**src/rtl/myo_spi_scheduler.sv**
```systemverilog
// myo_spi_scheduler
//   Time-multiplexes one SpiControl / SPI master across NUMBER_OF_MOTORS myo
//   motor boards. A free-running period timer raises a tick every
//   UPDATE_PERIOD cycles. Each tick starts a round that walks the enabled
//   motors in ascending order: select the motor, let the ss_n/MISO mux
//   settle, pulse start, then follow spi_done through the frame.
//
// Ports
//   clock          in   system clock
//   reset          in   asynchronous, active-high reset
//   enable         in   run rounds while high
//   motor_mask     in   bit i set = motor i serviced (latched at round start)
//   spi_done       in   SpiControl idle / frame finished
//   error_clear    in   pulse: clears timeout_error and overrun
//   start          out  one-cycle start pulse to SpiControl
//   motor_select   out  active motor index (mux / pwmRef steering)
//   busy           out  round in progress
//   cycle_done     out  one-cycle pulse at the end of each round
//   timeout_error  out  sticky per-motor ack/frame timeout flags
//   overrun        out  sticky: tick arrived while busy
//   round_count    out  completed rounds, wraps at 2^32
module myo_spi_scheduler #(
   parameter int NUMBER_OF_MOTORS = 6,
   parameter int MOTOR_BITS       = 4,
   parameter int UPDATE_PERIOD    = 50000,
   parameter int SETTLE_CYCLES    = 4,
   parameter int ACK_TIMEOUT      = 64,
   parameter int FRAME_TIMEOUT    = 4096
) (
   input  logic                        clock,
   input  logic                        reset,
   input  logic                        enable,
   input  logic [NUMBER_OF_MOTORS-1:0] motor_mask,
   input  logic                        spi_done,
   input  logic                        error_clear,
   output logic                        start,
   output logic [MOTOR_BITS-1:0]       motor_select,
   output logic                        busy,
   output logic                        cycle_done,
   output logic [NUMBER_OF_MOTORS-1:0] timeout_error,
   output logic                        overrun,
   output logic [31:0]                 round_count
);

   localparam int PW   = ($clog2(UPDATE_PERIOD) > 0) ? $clog2(UPDATE_PERIOD) : 1;
   localparam int SW   = ($clog2(SETTLE_CYCLES + 1) > 0) ? $clog2(SETTLE_CYCLES + 1) : 1;
   localparam int TMAX = (ACK_TIMEOUT > FRAME_TIMEOUT) ? ACK_TIMEOUT : FRAME_TIMEOUT;
   localparam int TW   = $clog2(TMAX + 1);
   localparam int PTW  = MOTOR_BITS + 1;

   localparam logic [PW-1:0]  PERIOD_LAST = PW'(UPDATE_PERIOD - 1);
   localparam logic [SW-1:0]  SETTLE_LAST = SW'((SETTLE_CYCLES > 0) ? SETTLE_CYCLES - 1 : 0);
   localparam logic [TW-1:0]  ACK_LAST    = TW'(ACK_TIMEOUT - 1);
   localparam logic [TW-1:0]  FRAME_LAST  = TW'(FRAME_TIMEOUT - 1);
   localparam logic [PTW-1:0] PTR_END     = PTW'(NUMBER_OF_MOTORS);

   typedef enum logic [3:0] {
      S_IDLE, S_WAIT_PERIOD, S_SCAN, S_SETTLE, S_START,
      S_WAIT_ACK, S_WAIT_DONE, S_NEXT, S_ROUND_END
   } state_t;

   state_t                      state_q;
   logic [PW-1:0]               timer_q;
   logic                        tick_q;
   logic [NUMBER_OF_MOTORS-1:0] mask_q;
   logic [PTW-1:0]              ptr_q;
   logic [SW-1:0]               settle_q;
   logic [TW-1:0]               tmo_q;
   logic                        start_q, busy_q, cd_q, ovr_q;
   logic [MOTOR_BITS-1:0]       ms_q;
   logic [NUMBER_OF_MOTORS-1:0] err_q;
   logic [31:0]                 rc_q;

   logic                        found;
   logic [MOTOR_BITS-1:0]       found_idx;
   logic [PTW-1:0]              nxt_ptr;
   logic [NUMBER_OF_MOTORS-1:0] err_sel;
   logic [NUMBER_OF_MOTORS-1:0] err_base;

   // Lowest enabled motor at or above the pointer: scanning downward lets the
   // last hit be the lowest index.
   always_comb begin
      found     = 1'b0;
      found_idx = '0;
      for (int unsigned i = NUMBER_OF_MOTORS; i > 0; i--) begin
         if (mask_q[i-1] && ((i - 1) >= 32'(ptr_q))) begin
            found     = 1'b1;
            found_idx = MOTOR_BITS'(i - 1);
         end
      end
   end

   always_comb begin
      nxt_ptr = PTW'(ms_q) + PTW'(1);
      err_sel = '0;
      for (int unsigned i = 0; i < NUMBER_OF_MOTORS; i++) begin
         if (MOTOR_BITS'(i) == ms_q) err_sel[i] = 1'b1;
      end
      // A new timeout in the same cycle as error_clear keeps its bit.
      err_base = error_clear ? '0 : err_q;
   end

   always_ff @(posedge clock or posedge reset) begin
      if (reset) begin
         state_q  <= S_IDLE;
         timer_q  <= '0;
         tick_q   <= 1'b0;
         mask_q   <= '0;
         ptr_q    <= '0;
         settle_q <= '0;
         tmo_q    <= '0;
         start_q  <= 1'b0;
         busy_q   <= 1'b0;
         cd_q     <= 1'b0;
         ovr_q    <= 1'b0;
         ms_q     <= '0;
         err_q    <= '0;
         rc_q     <= '0;
      end else begin
         start_q <= 1'b0;
         cd_q    <= 1'b0;
         // busy drops together with the end of the cycle_done pulse; a round
         // starting in that same cycle re-asserts it below.
         if (cd_q) busy_q <= 1'b0;
         if (error_clear) begin
            err_q <= '0;
            ovr_q <= 1'b0;
         end
         if (tmo_q != '1) tmo_q <= tmo_q + TW'(1);

         case (state_q)
            S_IDLE: if (enable) state_q <= S_WAIT_PERIOD;
            S_WAIT_PERIOD: begin
               if (!enable) begin
                  state_q <= S_IDLE;
               end else if (tick_q) begin
                  tick_q  <= 1'b0;
                  mask_q  <= motor_mask;
                  ptr_q   <= '0;
                  busy_q  <= 1'b1;
                  state_q <= S_SCAN;
               end
            end
            S_SCAN: begin
               tmo_q <= '0;
               if (found) begin
                  ms_q     <= found_idx;
                  settle_q <= '0;
                  state_q  <= (SETTLE_CYCLES == 0) ? S_START : S_SETTLE;
               end else begin
                  state_q <= S_ROUND_END;
               end
            end
            S_SETTLE: begin
               tmo_q <= '0;
               if (settle_q == SETTLE_LAST) state_q  <= S_START;
               else                         settle_q <= settle_q + SW'(1);
            end
            S_START: begin
               if (spi_done) begin
                  start_q <= 1'b1;
                  state_q <= S_WAIT_ACK;
               end
            end
            S_WAIT_ACK: begin
               if (!spi_done) begin
                  tmo_q   <= '0;
                  state_q <= S_WAIT_DONE;
               end else if (tmo_q >= ACK_LAST) begin
                  err_q   <= err_base | err_sel;
                  state_q <= S_NEXT;
               end
            end
            S_WAIT_DONE: begin
               if (spi_done) begin
                  state_q <= S_NEXT;
               end else if (tmo_q >= FRAME_LAST) begin
                  err_q   <= err_base | err_sel;
                  state_q <= S_NEXT;
               end
            end
            S_NEXT: begin
               ptr_q   <= nxt_ptr;
               state_q <= (nxt_ptr == PTR_END) ? S_ROUND_END : S_SCAN;
            end
            S_ROUND_END: begin
               cd_q    <= 1'b1;
               rc_q    <= rc_q + 32'd1;
               state_q <= enable ? S_WAIT_PERIOD : S_IDLE;
            end
            default: state_q <= S_IDLE;
         endcase

         // Period timer is evaluated after the FSM so a wrap in the same cycle
         // as tick consumption leaves the new tick pending.
         if (!enable) begin
            timer_q <= '0;
            tick_q  <= 1'b0;
         end else if (timer_q == PERIOD_LAST) begin
            timer_q <= '0;
            tick_q  <= 1'b1;
            if (busy_q) ovr_q <= 1'b1;
         end else begin
            timer_q <= timer_q + PW'(1);
         end
      end
   end

   assign start         = start_q;
   assign motor_select  = ms_q;
   assign busy          = busy_q;
   assign cycle_done    = cd_q;
   assign timeout_error = err_q;
   assign overrun       = ovr_q;
   assign round_count   = rc_q;

endmodule
```
**config.mk**
```make
export PLATFORM = sky130hd
export DESIGN_NAME = myo_spi_scheduler
export DESIGN_NICKNAME = d
export VERILOG_FILES = /design/src/rtl/myo_spi_scheduler.sv
export SDC_FILE = /design/constraint.sdc
export NUM_CORES = 1
export LEC_CHECK = 0
export CAP_MARGIN = 20
export CORE_ASPECT_RATIO = 1.2
export CORE_MARGIN = 5
export CORE_UTILIZATION = 38
export CTS_CLUSTER_DIAMETER = 30
export DETAILED_ROUTE_END_ITERATION = 16
export HOLD_SLACK_MARGIN = 0.03
export PLACE_DENSITY = 0.61
export SYNTH_ARGS = -nofsm -noshare
export SYNTH_HDL_FRONTEND = slang
export SYNTH_SLANG_ARGS = --single-unit
export TNS_END_PERCENT = 1
```
**constraint.sdc**
```tcl
create_clock -name clock -period 4.2 [get_ports clock]
set_input_delay 0.42 -clock clock [delete_from_list [all_inputs] [get_ports clock]]
set_output_delay 0.42 -clock clock [all_outputs]
set_load 0.01 [all_outputs]
```
; ---- Word level (Yosys, flattened, before mapping)
; Cells that the tools add are included.
[totals]
input_bits = 11
reg_bits = 94
wordCells = 134
output_inout_bits = 46
[op_classes]
reduce_logical = 16
n_mux = 62
add_sub_neg = 5
n_lt_le_gt_ge = 8
n_eq_ne = 28
n_bitwise = 1
[ops]
columns = cell, n
row1 = $mux 4, 16
row2 = $pmux 4 s9, 1
row3 = $add 32x1->32 const B, 1
row4 = $mux 16, 2
row5 = $mux 6, 5
row6 = $mux 1, 27
row7 = $mux 13, 2
row8 = $pmux 13 s2, 1
row9 = $add 16x1->16 const B, 1
row10 = $eq 16x16->1 const B, 1
row11 = $eq 4x3->1 const B, 4
row12 = $ne 2x2->1 const B, 7
row13 = $add 13x1->13 const B, 1
row14 = $ge 13x12->1 const B, 1
row15 = $ge 13x6->1 const B, 1
row16 = $ne 13x13->1 const B, 1
row17 = $pmux 6 s2, 1
row18 = $ge 1x5->1 const A, 2
row19 = $ge 2x5->1 const A, 2
row20 = $ge 3x5->1 const A, 2
row21 = $mux 5, 2
row22 = $pmux 5 s2, 1
row23 = $mux 3, 3
row24 = $ne 3x3->1 const B, 3
row25 = other kinds (20), 32

; ---- Logic depth before layout (Yosys ltp)
[logic_depth]
ltp_word = 10
mapped_depth = 7
depth_no_buf = 7

; ---- Worst setup path before layout
; Ideal clock, no wire load.
[synth_timing]
path_type = register to register
start = reg state_q[1]
end = reg rc_q[31], in the netlist round_count[31]
stages_incl_launch_ff = 8
slack_ps = 2395
path_buffers = 2
setup_time_ps = 125
required_time_ps = 4075
arrival_time_ps = 1680
synth_period_minus_slack_ps = 1805
path_cell_list = dfrtp_1 -> buf_6 -> nor4b_4 -> and4_4 -> and3_1 -> buf_6 -> nand4_4 -> xnor2_2
[synth_between]
elab_chain_cells = 1
[synth_lines]
columns = item, line_no
row1 = from (decl), 62  ; state_t state_q;
row2 = from (signal assigned), 149  ; state_q <= (SETTLE_CYCLES == 0) ? S_START : S_SETTLE;
row3 = from (signal assigned), 184  ; state_q <= (nxt_ptr == PTR_END) ? S_ROUND_END : S_SCAN;
row4 = from (signal assigned), 189  ; state_q <= enable ? S_WAIT_PERIOD : S_IDLE;
row5 = $eq 4x4->1, 131  ; case (state_q)
row6 = to (signal assigned), 188  ; rc_q <= rc_q + 32'd1;
row7 = to (decl), 72  ; logic [31:0] rc_q;
; Every way passes these cells.
; A chain may end at the register's enable or synchronous reset.

; ---- Worst setup path after layout
[layout_timing]
start = reg state_q[1]
end = reg tmo_q[8]
[layout_between]
elab_chain_cells = 3
elab_cells_between_ends = 5
cone_classes = 3 x eq/ne / 1 x mux / 1 x reduce/logical
[layout_lines]
columns = item, line_no
row1 = $eq 4x2->1, 131
row2 = $reduce_or 2->1 (no source line), -
row3 = $pmux 13 s2 (*), 131
row4 = to (signal assigned), 129  ; if (tmo_q != '1) tmo_q <= tmo_q + TW'(1);
row5 = to (decl), 68  ; logic [TW-1:0] tmo_q;
; Mark *: on every way between the ends. The rest lies on a longest branch, timed or not.

==> results.json <==
{
  "status": "finished, final reports clean",
  "ys.flop_type": "dfrtp_1",
  "async_flop_share_pct": 100,
  "worstSkewPairLatency_ns": 0.34,
  "vias": 3365,
  "hold_viol": 0,
  "grtUsageTotal_pct": 14.0,
  "yosysSeqAreaShare_pct": 50.5,
  "synth_top_cell_by_area": "dfrtp_1",
  "antennaDiodeCount": 0,
  "fp.dieH_um": 130,
  "wl_per_cell_um": 14.4,
  "gr-total-overflow": 0,
  "synthTopCellsByCount": "92 x dfrtp_1, 49 x nor2_1, 38 x nand2_1",
  "portBuffers": 55,
  "synth_cell_type_count": 58,
  "initial_core_util_pct": 39.1,
  "wl_um": 9380,
  "power_density_nw_per_um2": 441,
  "io_pins": 57,
  "cp_max_fo": 17,
  "synth-seq-cells": 92,
  "min_path_type": "in -> async",
  "pwr-share-seq_pct": 45.5,
  "path_clk_slew_ns": 0.07,
  "place_inst": 637,
  "synth.top_cell.area_share_pct": 50.5,
  "switching_share_pct": 31.6,
  "dp_hpwl_um": 6780,
  "worstPathArrival_ns": 2.64,
  "cts_sinks": 92,
  "core_area_um2": 11700,
  "syn_area_per_cell_um2": 10.5,
  "area_growth_pct": 22.2,
  "cp.required_ns": 4.37,
  "hold_buffers": 0,
  "rows": 43,
  "cts.htree.levels": 3,
  "post_cts_buffers": 0,
  "post_cts_resized": 0,
  "power_frac_clock_pct": 33.8,
  "ys_top_cells_by_area": "dfrtp_1 50%, xnor2_1 5.6%, xor2_1 4.4%",
  "gp_congestion": 0.783,
  "synth_fp_nets": 458,
  "path_class": "reg -> reg",
  "grt_pass1_wl_um": 16100,
  "crit_path_top_delay_cell": "a21oi_1",
  "cts_root_buffer": "clkbuf_16",
  "p_comb_share_pct": 20.7,
  "clk_path_buf_depth": 2,
  "synthCells": 436,
  "internal_power_mw": 1.68,
  "path_cells": "nand2b_1 -> or3b_2 -> a21oi_1 -> nor3_1",
  "route.detailed.drc": 0,
  "rsz0062_at_grt": "false",
  "setup_viol": 0,
  "fin_tns_setup_ns": 0,
  "skew_ns": 0.00823,
  "cpPeakStageDelay_ns": 0.79,
  "drive_gt1_share_pct": 8.06,
  "cts_tree": "yes",
  "grt_max_degree": 44,
  "peakVddDrop_v": 0.000288,
  "end_kind": "register",
  "worst_pin_slew_ns": 0.991,
  "layout_min_cycle_time_ns": 2.47,
  "synth_edf_count": 0,
  "drtAntennaViolNets": 0,
  "cts_buffers": 9,
  "final_nets": 513,
  "antenna_found_initial": 0,
  "synth_most_common_cell": "dfrtp_1",
  "relSlewSlack_pct": 34.0,
  "slew_viol_final": 0,
  "drt_iter0_drc": 152,
  "p_leak_nw": 2.43,
  "dieArea_um2": 14300,
  "syn_area_um2": 4560,
  "power.switching_mw": 0.777,
  "drtPass1Iterations": 6,
  "die_w_um": 110,
  "power_mw": 2.46,
  "period_share_pct": 58.9,
  "cp-start-kind": "register",
  "vias_per_cell": 5.15,
  "maxCapViolCount": 0,
  "grt_pass1_vias": 3324,
  "fmax_mhz": 404,
  "ys_warn_count": 0,
  "stdcell_count": 653
}
## worst max-delay path: cells and delay by family (launching register included)
family | cells | cell delay (ns)
simple gates | 3 | 0.94
compound gates | 1 | 0.79
flops | 1 | 0.56
## per-stage QoR
step	setup slack (ns)	util [%]	hold WS, ns	cell area, um2
floorplan	1.39	-	0.455	4560
global placement	1.76	45.1	0.470	5260
detailed placement	1.71	45.1	0.474	5260
CTS	1.73	47.7	0.386	5570
global route	1.59	47.7	0.419	5570
finish	1.73	47.7	0.371	5570
## sequential cells by signal, indices dropped and copies added, names as in the netlist, 3 cells and up
name / cells
state_q: 4
settle_q: 3
motor_select: 3
mask_q: 6
timeout_error: 6
ptr_q: 4
timer_q: 16
round_count: 32
tmo_q: 13
## per-layer routing
layer / GRT usage, % / vias to the layer above / wire length, um
met5: 0 / - / 0
met3: 2.92 / 11 / 372
li1: - / 1646 / -
met4: 4.99 / 0 / 148
met2: 23.2 / 56 / 4730
met1: 18.1 / 1652 / 4130
## cell families (layout without fill, tap and decap cells)
group                    Yosys count  in the layout  synth area share (%)
XOR/XNOR                          53             53                  10.3
other                              1              1                0.0822
buffers and inverters             27             87                  2.72
multiplexers                       9              9                  2.19
AO/OA/AOI/OAI                     52             52                  8.04
AND/OR/NAND/NOR                  191            191                  23.1
adder cells (fa/ha/maj)           11             11                  3.02
flip-flops                        92             92                  50.5
## cells in the final DEF (no fill, tap or decap), drive strengths merged, types with 3 or more instances in the layout
cell type      count
xnor2             30
nor3b              3
a21oi              8
a22o               5
clkinv             3
mux2               8
dfrtp             92
nand2b             7
clkdlybuf4s50     55
clkbuf            10
xor2              23
nand4b             3
and4               6
o21ai             11
inv               13
and3              11
ha                11
nand2             38
nor2b              4
o22ai              8
nand4             20
nand3b             3
nor3              10
buf                3
nor4b              3
and2               3
nor2              49
nor4               6
nand3             19
## final timing paths
path                                                  start                     endpoint  slack (ns)  depth (start not counted)
min in group clock              round_count[26]$_DFFE_PP0P_  round_count[26]$_DFFE_PP0P_        0.49                          1
worst max register to register       state_q[1]$_DFFE_PP0P_           tmo_q[8]$_DFF_PP0_        1.73                          4
worst min-delay path                                  reset  round_count[30]$_DFFE_PP0P_        0.37                          2
max in group asynchronous                             reset          tmo_q[12]$_DFF_PP0_        2.95                          3
worst max-delay path                 state_q[1]$_DFFE_PP0P_           tmo_q[8]$_DFF_PP0_        1.73                          4
worst min register to register  round_count[26]$_DFFE_PP0P_  round_count[26]$_DFFE_PP0P_        0.49                          1
## layout make-up
cell class | count | area, um2
multi-input cells | 317 | 2140
inverters | 13 | 50.0
repair buffers | 58 | 573
well taps | 157 | 196
flip-flops and latches | 92 | 2300
clock inverters | 6 | 71.3
clock buffers | 10 | 239
fillers | 1121 | 6100
## power by group through the flow
| stage | Combinational (mW) | Clock (mW) | Sequential, mW |
|---|---|---|---|
| 2_1_floorplan | 0.426 | 0 | 1.07 |
| 3_3_place_gp | 0.497 | 0 | 1.12 |
| 3_5_place_dp | 0.510 | 0 | 1.13 |
| 4_1_cts | 0.514 | 0.851 | 1.11 |
| 5_1_grt | 0.574 | 0.892 | 1.14 |
| 6_report | 0.508 | 0.831 | 1.12 |
(Power assumes the default switching activity.)
